[config.mk]
export PLATFORM = sky130hd
export DESIGN_NAME = recip_div_unit
export DESIGN_NICKNAME = d
export VERILOG_FILES = /design/src/rtl/recip_div_unit.sv
export SDC_FILE = /design/constraint.sdc
export NUM_CORES = 1
export LEC_CHECK = 0
export CORE_MARGIN = 1
export CORE_UTILIZATION = 55
export CTS_BUF_LIST = sky130_fd_sc_hd__clkbuf_8
export DETAILED_ROUTE_END_ITERATION = 10
export HOLD_SLACK_MARGIN = 0.15
export PLACE_DENSITY = 0.79
export SLEW_MARGIN = 20
export SYNTH_ARGS = -nofsm -noshare
export SYNTH_HDL_FRONTEND = slang
export SYNTH_SLANG_ARGS = --single-unit
[constraint.sdc]
create_clock -name CLK -period 2.48 [get_ports CLK]
set_input_delay 0.744 -clock CLK [delete_from_list [all_inputs] [get_ports CLK]]
set_output_delay 0.744 -clock CLK [all_outputs]
set_load 0.01 [all_outputs]
[src/rtl/recip_div_unit.sv]
// Multi-cycle restoring divider: result = round(num * 2^frac / den) with
// half-LSB-up rounding and saturation to all ones on den==0 or overflow.
module recip_div_unit #(
    parameter int NUM_W    = 16,
    parameter int DEN_W    = 16,
    parameter int OUT_W    = 24,
    parameter int FRAC_MAX = 16
) (
    input  logic             CLK,
    input  logic             Reset_n,
    input  logic             start,
    input  logic [NUM_W-1:0] num,
    input  logic [DEN_W-1:0] den,
    input  logic [4:0]       frac,
    output logic             busy,
    output logic             done,
    output logic [OUT_W-1:0] result,
    output logic             ovf
);
    localparam int ITER  = NUM_W + FRAC_MAX + 1;
    localparam int CNT_W = $clog2(ITER + 1);

    typedef enum logic [1:0] {IDLE, RUN, ROUND, DONE} state_t;

    state_t             state_q, state_d;
    logic [ITER-1:0]    x_q, x_d;
    logic [ITER-1:0]    q_q, q_d;
    logic [DEN_W-1:0]   r_q, r_d;
    logic [DEN_W-1:0]   den_q, den_d;
    logic [CNT_W-1:0]   cnt_q, cnt_d;
    logic               sat_q, sat_d;
    logic               busy_q, busy_d;
    logic               done_q, done_d;
    logic [OUT_W-1:0]   result_q, result_d;
    logic               ovf_q, ovf_d;

    logic [4:0]         frac_c;
    logic [5:0]         shamt;
    logic [DEN_W:0]     r_shift;
    logic               ge;
    logic [DEN_W-1:0]   r_sub;
    logic [ITER:0]      t;
    logic               big;

    always_comb begin
        frac_c  = (frac > 5'(FRAC_MAX)) ? 5'(FRAC_MAX) : frac;
        shamt   = {1'b0, frac_c} + 6'd1;
        // The remainder stays below den, so one extra bit holds the shifted value.
        r_shift = {r_q, x_q[ITER-1]};
        ge      = (r_shift >= {1'b0, den_q});
        r_sub   = r_shift[DEN_W-1:0] - den_q;
        // Q carries one extra fraction bit; adding it back rounds half up.
        t       = (ITER+1)'(q_q >> 1) + (ITER+1)'(q_q[0]);
        big     = |(t >> OUT_W);
    end

    always_comb begin
        state_d  = state_q;
        x_d      = x_q;
        q_d      = q_q;
        r_d      = r_q;
        den_d    = den_q;
        cnt_d    = cnt_q;
        sat_d    = sat_q;
        busy_d   = busy_q;
        done_d   = 1'b0;
        result_d = result_q;
        ovf_d    = ovf_q;
        case (state_q)
            IDLE: begin
                if (start) begin
                    den_d   = den;
                    x_d     = ITER'(num) << shamt;
                    q_d     = '0;
                    r_d     = '0;
                    cnt_d   = '0;
                    busy_d  = 1'b1;
                    sat_d   = (den == '0);
                    state_d = (den == '0) ? ROUND : RUN;
                end
            end
            RUN: begin
                r_d   = ge ? r_sub : r_shift[DEN_W-1:0];
                q_d   = {q_q[ITER-2:0], ge};
                x_d   = x_q << 1;
                cnt_d = cnt_q + 1'b1;
                if (cnt_q == CNT_W'(ITER - 1)) begin
                    state_d = ROUND;
                end
            end
            ROUND: begin
                if (sat_q || big) begin
                    result_d = '1;
                    ovf_d    = 1'b1;
                end else begin
                    result_d = t[OUT_W-1:0];
                    ovf_d    = 1'b0;
                end
                done_d  = 1'b1;
                busy_d  = 1'b0;
                state_d = DONE;
            end
            DONE:    state_d = IDLE;
            default: state_d = IDLE;
        endcase
    end

    always_ff @(posedge CLK or negedge Reset_n) begin
        if (!Reset_n) begin
            state_q  <= IDLE;
            x_q      <= '0;
            q_q      <= '0;
            r_q      <= '0;
            den_q    <= '0;
            cnt_q    <= '0;
            sat_q    <= 1'b0;
            busy_q   <= 1'b0;
            done_q   <= 1'b0;
            result_q <= '0;
            ovf_q    <= 1'b0;
        end else begin
            state_q  <= state_d;
            x_q      <= x_d;
            q_q      <= q_d;
            r_q      <= r_d;
            den_q    <= den_d;
            cnt_q    <= cnt_d;
            sat_q    <= sat_d;
            busy_q   <= busy_d;
            done_q   <= done_d;
            result_q <= result_d;
            ovf_q    <= ovf_d;
        end
    end

    assign busy   = busy_q;
    assign done   = done_q;
    assign result = result_q;
    assign ovf    = ovf_q;
endmodule

# == Word level (Yosys, flattened, before mapping) ==
# Cells that the tools add are included.
# totals
mem_count,0
in_bits,40
out_inout_bits,27
latchBits,0
ram_bits,0
ff_bits,134
word_cells,53
rom_bits,0
# classes
n_mux,19
addsub,4
n_eq_ne,6
n_bitwise,0
reduce_logical,10
order_cmp,2
div,0
n_mul,0
shifts,1
# ops
op,count
$pmux 33 s2,2
$mux 33,2
$add 32x1->33,1
$shl 16x6->33,1
$mux 16,2
$pmux 16 s2,1
$mux 24,1
$ge 17x16->1,1
$logic_not 16->1,1
$sub 16x16->16,1
$pmux 6 s2,1
$reduce_or 10->1,1
$pmux 2 s4,1
$reduce_and 2->1,4
$add 5x1->6 const B,1
$add 6x1->6 const B,1
$eq 6x6->1 const B,1
$mux 2,3
$mux 6,1
$gt 5x5->1 const B,1
$mux 5,1
$eq 2x2->1 const B,2
$ne 2x2->1 const B,2
$reduce_bool 2->1,2
other kinds (5),7

# == Depth between registers and ports, before layout ==
# depth
ltp_word,6
mapped_depth,11
ltp_nobuf,9

# == Least setup slack after synthesis ==
# OpenSTA, ideal clock, no wires.
# synth_timing
kind,input to register
start,input frac[4]
end,register x_q[23]
path_buffers,1
stages,9
arrival_time_ns,3.140
required_time_ns,2.396
setup_ns,0.084
path_slack_ns,-0.744
cell_sequence,nand2b_2 buf_2 inv_1 ha_1 xnor2_1 mux4_2 or3_1 o311ai_0 a21boi_0
# synth_between
elab_chain_len,6
# synth_lines
element,line,rtl
"start, declared",14,"input logic [4:0] frac,"
$gt 5x5->1,46,frac_c = (frac > 5'(FRAC_MAX)) ? 5'(FRAC_MAX) : frac;
$mux 5 *,46,
$add 5x1->6 *,47,"shamt = {1'b0, frac_c} + 6'd1;"
$shl 16x6->33 *,73,x_d = ITER'(num) << shamt;
$mux 33 *,71,if (start) begin
$pmux 33 s2 *,69,case (state_q)
"end signal, assigned",111,x_q <= '0;
"end signal, assigned",123,x_q <= x_d;
"end, declared",26,"logic [ITER-1:0] x_q, x_d;"
# Every way passes the cells marked *; elsewhere a longest branch is shown, timed or not. The select of a mux whose other input is x is not followed.
# A chain may end at the register's enable or synchronous reset.

# == Final worst setup path ==
# layout_timing
start,register q_q[1]
end,"register result_q[0], in the netlist result[0]"
# layout_between
elab_chain_len,4
# layout_lines
element,line,rtl
"start, declared",27,"logic [ITER-1:0] q_q, q_d;"
"start signal, assigned",124,q_q <= q_d;
$add 32x1->33 *,53,t = (ITER+1)'(q_q >> 1) + (ITER+1)'(q_q[0]);
$reduce_or 10->1,54,big = |(t >> OUT_W);
$logic_or 1x1->1,92,if (sat_q || big) begin
$mux 24 *,92,
"end signal, assigned",131,result_q <= result_d;
"end, declared",34,"logic [OUT_W-1:0] result_q, result_d;"
# Every way passes the cells marked *; elsewhere a longest branch is shown, timed or not.

==> results.cfg <==
[logic_synthesis]
postSynthCellCount = 828
synth_ff_type = dfrtp_1
ys_types = 76
yosysSeqAreaShare = 0.412
synthesis.area_mm2 = 0.00813
ys_warn_count = 0
synth.avg_cell_area_um2 = 9.82
synth_edf_count = 0
synth_seq_cells = 134
syn_nets = 893
async_flop_share = 1.00

[clocking]
htreeDepth = 4
cts_root_buf = clkbuf_8
ctsHoldBuffers = 0
cts_sinks = 134
clk_latency_ns = 0.44
clockBufferDepth = 2
cts_buffers = 17
tritoncts = built
clk_pin_slew_ns = 0.07

[power]
clock_power_share = 0.163
p_int_mw = 6.66
pwr-share-seq = 0.305
max-vdd-ir-drop_uv = 598
powerDensity_mw_per_mm2 = 1030
comb_power_share = 0.533
leakage_nw = 4.78
p_switching_mw = 4.44
sw_frac_of_total = 0.400

[route]
drc_errors = 0
ant_nets = 0
totalWireLength_mm = 23.0
first_pass_iters = 6
via_count = 7570
wire_per_inst_um = 19.2
drtIter0Drc = 690
vias_per_cell = 6.32

[critical_path]
timing.reg2reg.setup_slack_ns = -0.01
cp-startpoint = q_q[1]
crit_type = flip-flop to flip-flop
crit_fanout = 13
end_kind = flip-flop
crit_path_start_kind = flip-flop
cp_data_required_time_ns = 2.81
worstPathArrival_ns = 2.82
r2r-start = q_q[1]

[place]
placed_area_mm2 = 0.00986
gp_congestion = 0.936
hpwl_mm = 16.2
io_buffers = 66
dp_cells = 1146

[sta]
max_freq_ghz = 0.401
fin_crit_sh = 1.00
hold_viol_final = 0
slew_violations = 0
min_period_ns = 2.49
slew_headroom = 0.598
tightest_slew_ns = 0.595
skew_ns = 0.00954
whs_ns = 0.308
fin_tns_setup_ns = -0.0446
rsz0062_at_grt = true
setup_slack_ns = -0.0108
setup_violations = 8

[finish]
nNetsFinal = 1067
fin_area_mm2 = 0.0107
layout.cells.non_filler = 1198
drive_gt1_frac = 0.289
diodes = 0
final_cell_mix = 132 x dfrtp_1, 128 x buf_4, 62 x nand2_1, 61 x clkdlybuf4s50_1, 57 x nor2_1
final_common_cell = dfrtp_1
area_growth_pct = 32.0

[floorplan]
rows = 44
core_area_mm2 = 0.0145
die_w_um = 124
start_util = 0.561
dieHeight_um = 124
io_pins = 67
die_area_mm2 = 0.0153

[grt]
grt_max_degree = 69
overflow = 0
grt_pass1_wl_mm = 35.2
grt.total_usage = 0.300
antenna_found_initial = 0
grt_pass1_vias = 7225

[status]
violations = setup timing
status = finished, violations left

[job]
drv_cap = 0

[worst_hold_path]
min_path_type = input pin to async pin
flip-flops by register name, indices dropped and copies added (netlist names):
register  count
state_q       2
q_q          33
x_q          33
r_q          16
result       24
done          1
sat_q         1
ovf           1
cnt_q         6
busy          1
den_q        16
critical path, cell delays in order, from the launching register on:
cell and delay, ns:
dfrtp_1 0.36, ha_2 0.23, ha_4 0.14, and4_4 0.22
and3_4 0.22, a21oi_1 0.07, or3_4 0.39, a2111oi_4 0.29
buf_4 0.22, buf_12 0.15, a21oi_1 0.07
cell usage after synthesis (all sizes together), types with 12 or more instances:
master / n / area, um^2
buf: 20 / 115
clkbuf: 34 / 129
nand3: 25 / 130
a21oi: 49 / 317
a22o: 29 / 255
nand4: 16 / 115
xor2: 21 / 184
dfrtp: 134 / 3350
mux2i: 25 / 250
xnor2: 12 / 105
nand2: 64 / 243
inv: 37 / 139
nor2: 58 / 220
ha: 24 / 300
o221ai: 12 / 105
nor3: 19 / 95.1
mux2: 20 / 225
a22oi: 20 / 150
o21ai: 44 / 220
cells by family (layout without fill, tap and decap cells):
kind of cell             Yosys count  in the layout  synth area share
AND/OR/NAND/NOR                  247            247             0.159
AO/OA/AOI/OAI                    242            242             0.218
flip-flops                       134            134             0.412
buffers and inverters             91            277            0.0471
multiplexers                      56             56            0.0890
XOR/XNOR                          33             33            0.0356
adder cells (fa/ha/maj)           25             25            0.0394
per-stage QoR:
| stage | setup slack [ns] | utilization | total power [mW] |
|---|---|---|---|
| 3_3_place_gp | -0.596 | 0.681 | 8.39 |
| 2_1_floorplan | -0.148 | - | 6.44 |
| 5_1_grt | -0.0881 | 0.741 | 11.8 |
| 4_1_cts | 0.00794 | 0.721 | 10.6 |
| 6_report | -0.0108 | 0.741 | 11.1 |
| 3_5_place_dp | -0.700 | 0.681 | 8.61 |
power by group through the flow:
stage                     combinational, mW  sequential, mW  clock (mW)
final                                  5.91            3.38        1.80
after global routing                   6.39            3.44        1.94
after CTS                              5.44            3.34        1.84
after detailed placement               5.23            3.38           0
after global placement                 5.05            3.34           0
after floorplan                        3.11            3.33           0
repair_timing:
item | in CTS | in global routing
pin swaps | 15 | 18
resized for setup | 29 | 41
gates cloned | 1 | 2
setup endpoints to repair | 42 | 47
buffers inserted | 12 | 9
area by class of cell:
| class | count | area (um^2) |
|---|---|---|
| Clock buffer | 17 | 234 |
| Timing Repair Buffer | 209 | 1900 |
| Fill cell | 1040 | 3750 |
| Tap cell | 184 | 230 |
| Inverter | 37 | 141 |
| Clock inverter | 14 | 146 |
| Sequential cell | 134 | 3360 |
| Multi-Input combinational cell | 603 | 4720 |
routing by layer:
metal / global-route usage / share of wire
met5: 0 / 0
met4: 0.127 / 0.026
met3: 0.0604 / 0.062
met2: 0.500 / 0.49
met1: 0.381 / 0.42
path summary, 6_finish.rpt:
| check | endpoint | depth (start not counted) |
|---|---|---|
| max | result[0] | 10 |
| min | result[6] | 2 |
| max reg2reg | result[0] | 10 |
| min reg2reg | ovf | 2 |
| max in group asynchronous | den_q[1] | 2 |
| min in group CLK | ovf | 2 |
(Power assumes the default switching activity.)
==> edit 1 (same settings) <==
Put one more register stage on the output `result`. The value now appears one clock later. The other outputs are not delayed to match. Comments in the files are not updated.
--- a/src/rtl/recip_div_unit.sv
+++ b/src/rtl/recip_div_unit.sv
@@ -136,5 +136,7 @@
     assign busy   = busy_q;
     assign done   = done_q;
-    assign result = result_q;
+    always_ff @(posedge CLK) begin
+        result <= result_q;
+    end
     assign ovf    = ovf_q;
 endmodule
Behaviour: not the same (Yosys sat finds a counterexample within 4 cycles, from zero or initial values and one cycle with Reset_n low).
==> edit 1 against the original RTL <==
Worst hold slack worse by 110 ps. Highest routed layer unchanged. Final area barely moved. Sequential power increased by 19%. Area after synthesis is 3.8% higher. Wire length down 9.1%. Synthesized cell count rose by 4.6%. Total power up 6.2%. Via count shrank 3.9%. Setup slack gained 61 ps. Sequential cell count grew 24. Clock skew about the same.
==> edit 1: results (changes against the original RTL) <==
Status
  – Status: completed

Finish
  – Finished Layout Cells: 1209 (+0.92%)
  – Layout cells sized above 1: 0.220 (-0.0694)
  – Nets: 1077 (+0.94%)

Route
  – 1st-pass router iterations: 5 (-1)
  – Initial DRC Count: 726 (+5.2%)
  – Final wirelength: 20900 microns (-9.1%)
  – Vias: 7272 (-3.9%)

Yosys
  – Synth area leaders: dfrtp_1, mux2i_1, dfxtp_1, a21oi_1, nor2_1
  – Synth cell types: 65 (-14%)
  – Post-synth top cells: dfrtp_1, nor2_1, a21oi_1
  – Avg Inst Size Synth: 9.75 sq um (-0.72%)
  – Synth async-reset ratio: 0.848 (-0.152)
  – Syn nets: 931 (+4.3%)

Placement
  – Routability cong.: 0.964 (+3.0%)
  – DPL Wire Length: 14700 microns (-9.2%)

GRT
  – Largest net degree at the start of global routing: 47 (-32%)
  – Number of global-route vias before repair: 7112 (-1.6%)
  – GRT Total Usage: 0.274 (-0.0262)
  – Met1 GRT Util: 0.360 (-0.0210)
  – First-pass GRT wire length: 34500 microns (-2.0%)
  – Met3 GRT Util: 0.0573 (-0.00309)

Critical path
  – CP arrival: 2780 ps (-40 ps)
  – Internal reg-to-reg setup slack: 50 ps (+60 ps)
  – Critical Path Fanout Max: 16 (+3)

Clock network
  – Clk slew on worst S/H paths: 90 ps (+20 ps)
  – Post-CTS Setup Repair Bufs: 5 (-7)
  – Clock Latency Late Sink: 460 ps (+20 ps)
  – Post-CTS resize count: 17 (-41%)

STA
  – Post-Route Skew: 9.83 ps (+0.296 ps)
  – Slew margin rel.: 0.663 (+0.0651)

Pwr
  – Leakage power: 4.76 nW (-0.51%)
  – NetSw: 4.67 mW (+5.2%)
  – Peak supply drop: 0.468 mV (-22%)
  – Sw Ratio: 0.396 (-0.00396)
## edit 1: metal layers
metal	vias up	share of wire
li1	3433	-
met1	3561	0.44
met2	241	0.50
met3	37	0.050
met4	0	0.017
met5	-	0
## edit 1: worst max-delay path, stage by stage (launching register included)
cell	delay, ps
dfrtp_1	450
ha_4	280
or3_1	350
a21oi_1	170
a21oi_2	70
a21oi_2	200
a22oi_1	110
buf_4	160
buf_12	150
mux2i_2	160
a22o_1	210
## edit 1: cells by family after synthesis
logic type / share of synthesized area
and+or+nand+nor: 0.147
AOI/OAI and AO/OA: 0.168
DFF: 0.454
buffers and inverters: 0.0439
muxes: 0.103
xor gates and xnor gates: 0.0464
adders and majority gates: 0.0379
## edit 1: area by class of cell
class                   count  area [sq um]
flip-flops and latches    158          3830
inverters                  32           126
clock buffers              17           234
fillers                  1074          4030
clock inverters            15           181
multi-input cells         625          4500
repair buffers            178          1620
well taps                 184           230
## edit 1: final timing paths
kind	startpoint	endpoint	cells past startpoint
min reg2reg	result_q[1]$_DFFE_PN0P_	result[1]$_DFF_P_	0
max in group asynchronous	Reset_n	result_q[3]$_DFFE_PN0P_	2
min	Reset_n	den_q[1]$_DFFE_PN0P_	1
max reg2reg	r_q[3]$_DFFE_PN0P_	r_q[0]$_DFFE_PN0P_	10
min in group CLK	result_q[1]$_DFFE_PN0P_	result[1]$_DFF_P_	0
max	r_q[3]$_DFFE_PN0P_	r_q[0]$_DFFE_PN0P_	10
## edit 1: metrics by stage
stage                     setup slack (ps)  TNS, ps  hold WS [ps]  instance area, sq um
after detailed placement              -704   -18590           356                  9960
after CTS                             15.7        0           193                 10500
final                                 49.9        0           195                 10700
after global routing                 -26.6    -59.3           198                 10700
after floorplan                       -162    -1760           348                  8520
after global placement                -547   -15960           353                  9960
==> edit 2 (same flow settings) <==
Without the edit above. The parameter `FRAC_MAX` goes from 16 to 8.
--- a/src/rtl/recip_div_unit.sv
+++ b/src/rtl/recip_div_unit.sv
@@ -5,5 +5,5 @@
     parameter int DEN_W    = 16,
     parameter int OUT_W    = 24,
-    parameter int FRAC_MAX = 16
+    parameter int FRAC_MAX = 8
 ) (
     input  logic             CLK,
Check against the original RTL: same outputs for any inputs over 10 cycles, from zero or initial values and one cycle with Reset_n low; that may be too few to reach the edited logic, so the function may still have changed.
==> edit 2 against the original RTL <==
The run still ends with negative setup slack left. Worst hold slack worse by 130 ps. Sequential cell count is 17 lower. Wire length is 12% lower. Total power is 11% lower. Area after synthesis is 11% lower. First-iteration DRC count is 14% lower. Final area is 9.2% lower. Core utilization is 2.5 points higher. Setup slack worse by 57 ps. Critical path type is now input pin to register. Highest routed layer unchanged.
==> edit 2: results (changes against the original RTL) <==
Route
  – Met2 wire len: 10100 microns (-11%)
  – Initial DRC Count: 596 (-14%)
  – Final wirelength: 20300 microns (-12%)
  – Met3 wire length: 1150 microns (-19%)

Finish
  – Layout cells sized above 1: 0.263 (-0.0264)
  – Non-clk invs: 38 (+2.7%)
  – Area Growth Syn to Fin: 34.4%
  – Sequential portion of the cell area: 0.301 (-0.0122)
  – Final core occ: 0.766 (+0.0246)
  – Finished Layout Cells: 1128 (-5.8%)
  – Nets: 1008 (-5.5%)
  – Multi-In Gates: 584 (-3.2%)
  – Register area: 0.00293 sq mm (-13%)
  – Non-clk buf share: 0.173 (-0.00398)
  – Non-Clock Buffer Count: 185 (-11%)
  – # diodes: 0 (unchanged)
  – Clock-cell share of area: 0.0399 (+0.00450)
  – Fill count: 909 (-13%)

Clock network
  – Clk root buf: clkbuf_8
  – CTS sink cnt: 117 (-13%)

Critical path
  – CP arrival: 2890 ps (+70 ps)
  – Critical register-to-register path startpoint: r_q[9]$_DFFE_PN0P_
  – RR Endpoint: r_q[11]$_DFFE_PN0P_
  – Critical path origin: frac[2]
  – Critical path destination: x_q[17]$_DFFE_PN0P_
  – Critical Path Fanout Max: 9 (-4)
  – Internal reg-to-reg setup slack: 30 ps (+40 ps)
  – R2R cell count: 9 (-1)

Yosys
  – Syn nets: 847 (-5.2%)
  – Synth top area share: 0.404 (-0.00856)
  – Mapped Cells: 782 (-5.6%)
  – Post-synth top cells: dfrtp_1, nor2_1, nand2_1
  – Synth area leaders: dfrtp_1, mux2i_1, ha_1, a21oi_1, nor2_1
  – Synth cell types: 78 (+2.6%)
  – Seq/Total Area, Yosys: 0.404 (-0.00856)

Status
  – Status: complete, but fails checks
  – Violated checks: negative setup slack

GRT
  – Number of global-route vias before repair: 6755 (-6.5%)
  – Met2 Usage GRT: 0.527 (+0.0270)
  – Largest net degree at the start of global routing: 34 (-51%)
  – Met3 GRT Util: 0.0664 (+0.00599)
  – First-pass GRT wire length: 32600 microns (-7.5%)
  – GRT Total Usage: 0.310 (+0.00945)
  – Met1 GRT Util: 0.381 (-0.000469)

Placement
  – Setup WS pre-CTS: -908 ps (-208 ps)
  – Routability cong.: 0.927 (-0.95%)
  – DP Area: 0.00887 sq mm (-10%)
  – DPL Wire Length: 14500 microns (-11%)

Pwr
  – NetSw: 3.98 mW (-10%)
  – Combinational group power: 5.14 mW (-13%)
  – Seq. pwr: 3.02 mW (-11%)
  – Peak supply drop: 0.649 mV (+8.6%)
  – Logic pwr share: 0.521 (-0.012)
  – Leakage power: 4.33 nW (-9.5%)

STA
  – Slew margin rel.: 0.663 (+0.0647)
  – Setup ws final: -67.7 ps (-56.9 ps)
  – Final setup viols: 2 (-6)
[edit 2: what timing repair did]
action | CTS | global route
pin swaps | 16 | 28
gates cloned | 0 | 1
hold endpoints to repair | 0 | 0
setup buffers | 8 | 8
resized for setup | 30 | 56
endpoints found under the setup margin | 30 | 34
[edit 2: logic make-up (layout without fill, tap and decap cells)]
group,after synthesis,after routing,synth area share
buffers and inverters,81,255,0.0473
AND/OR/NAND/NOR,236,236,0.161
flip-flops,117,117,0.404
XOR/XNOR,43,43,0.0540
adder cells (fa/ha/maj),25,25,0.0442
multiplexers,57,57,0.0844
AO/OA/AOI/OAI,223,223,0.205
[edit 2: worst max-delay path, cell delays in order]
cell and delay [ps]:
clkdlybuf4s50_1 540, buf_4 210, xor2_2 140, buf_6 160, nand2_1 90, nand3_2 110, o311ai_2 120, mux2i_1 270
buf_4 170, o21ai_1 80, a211oi_2 240
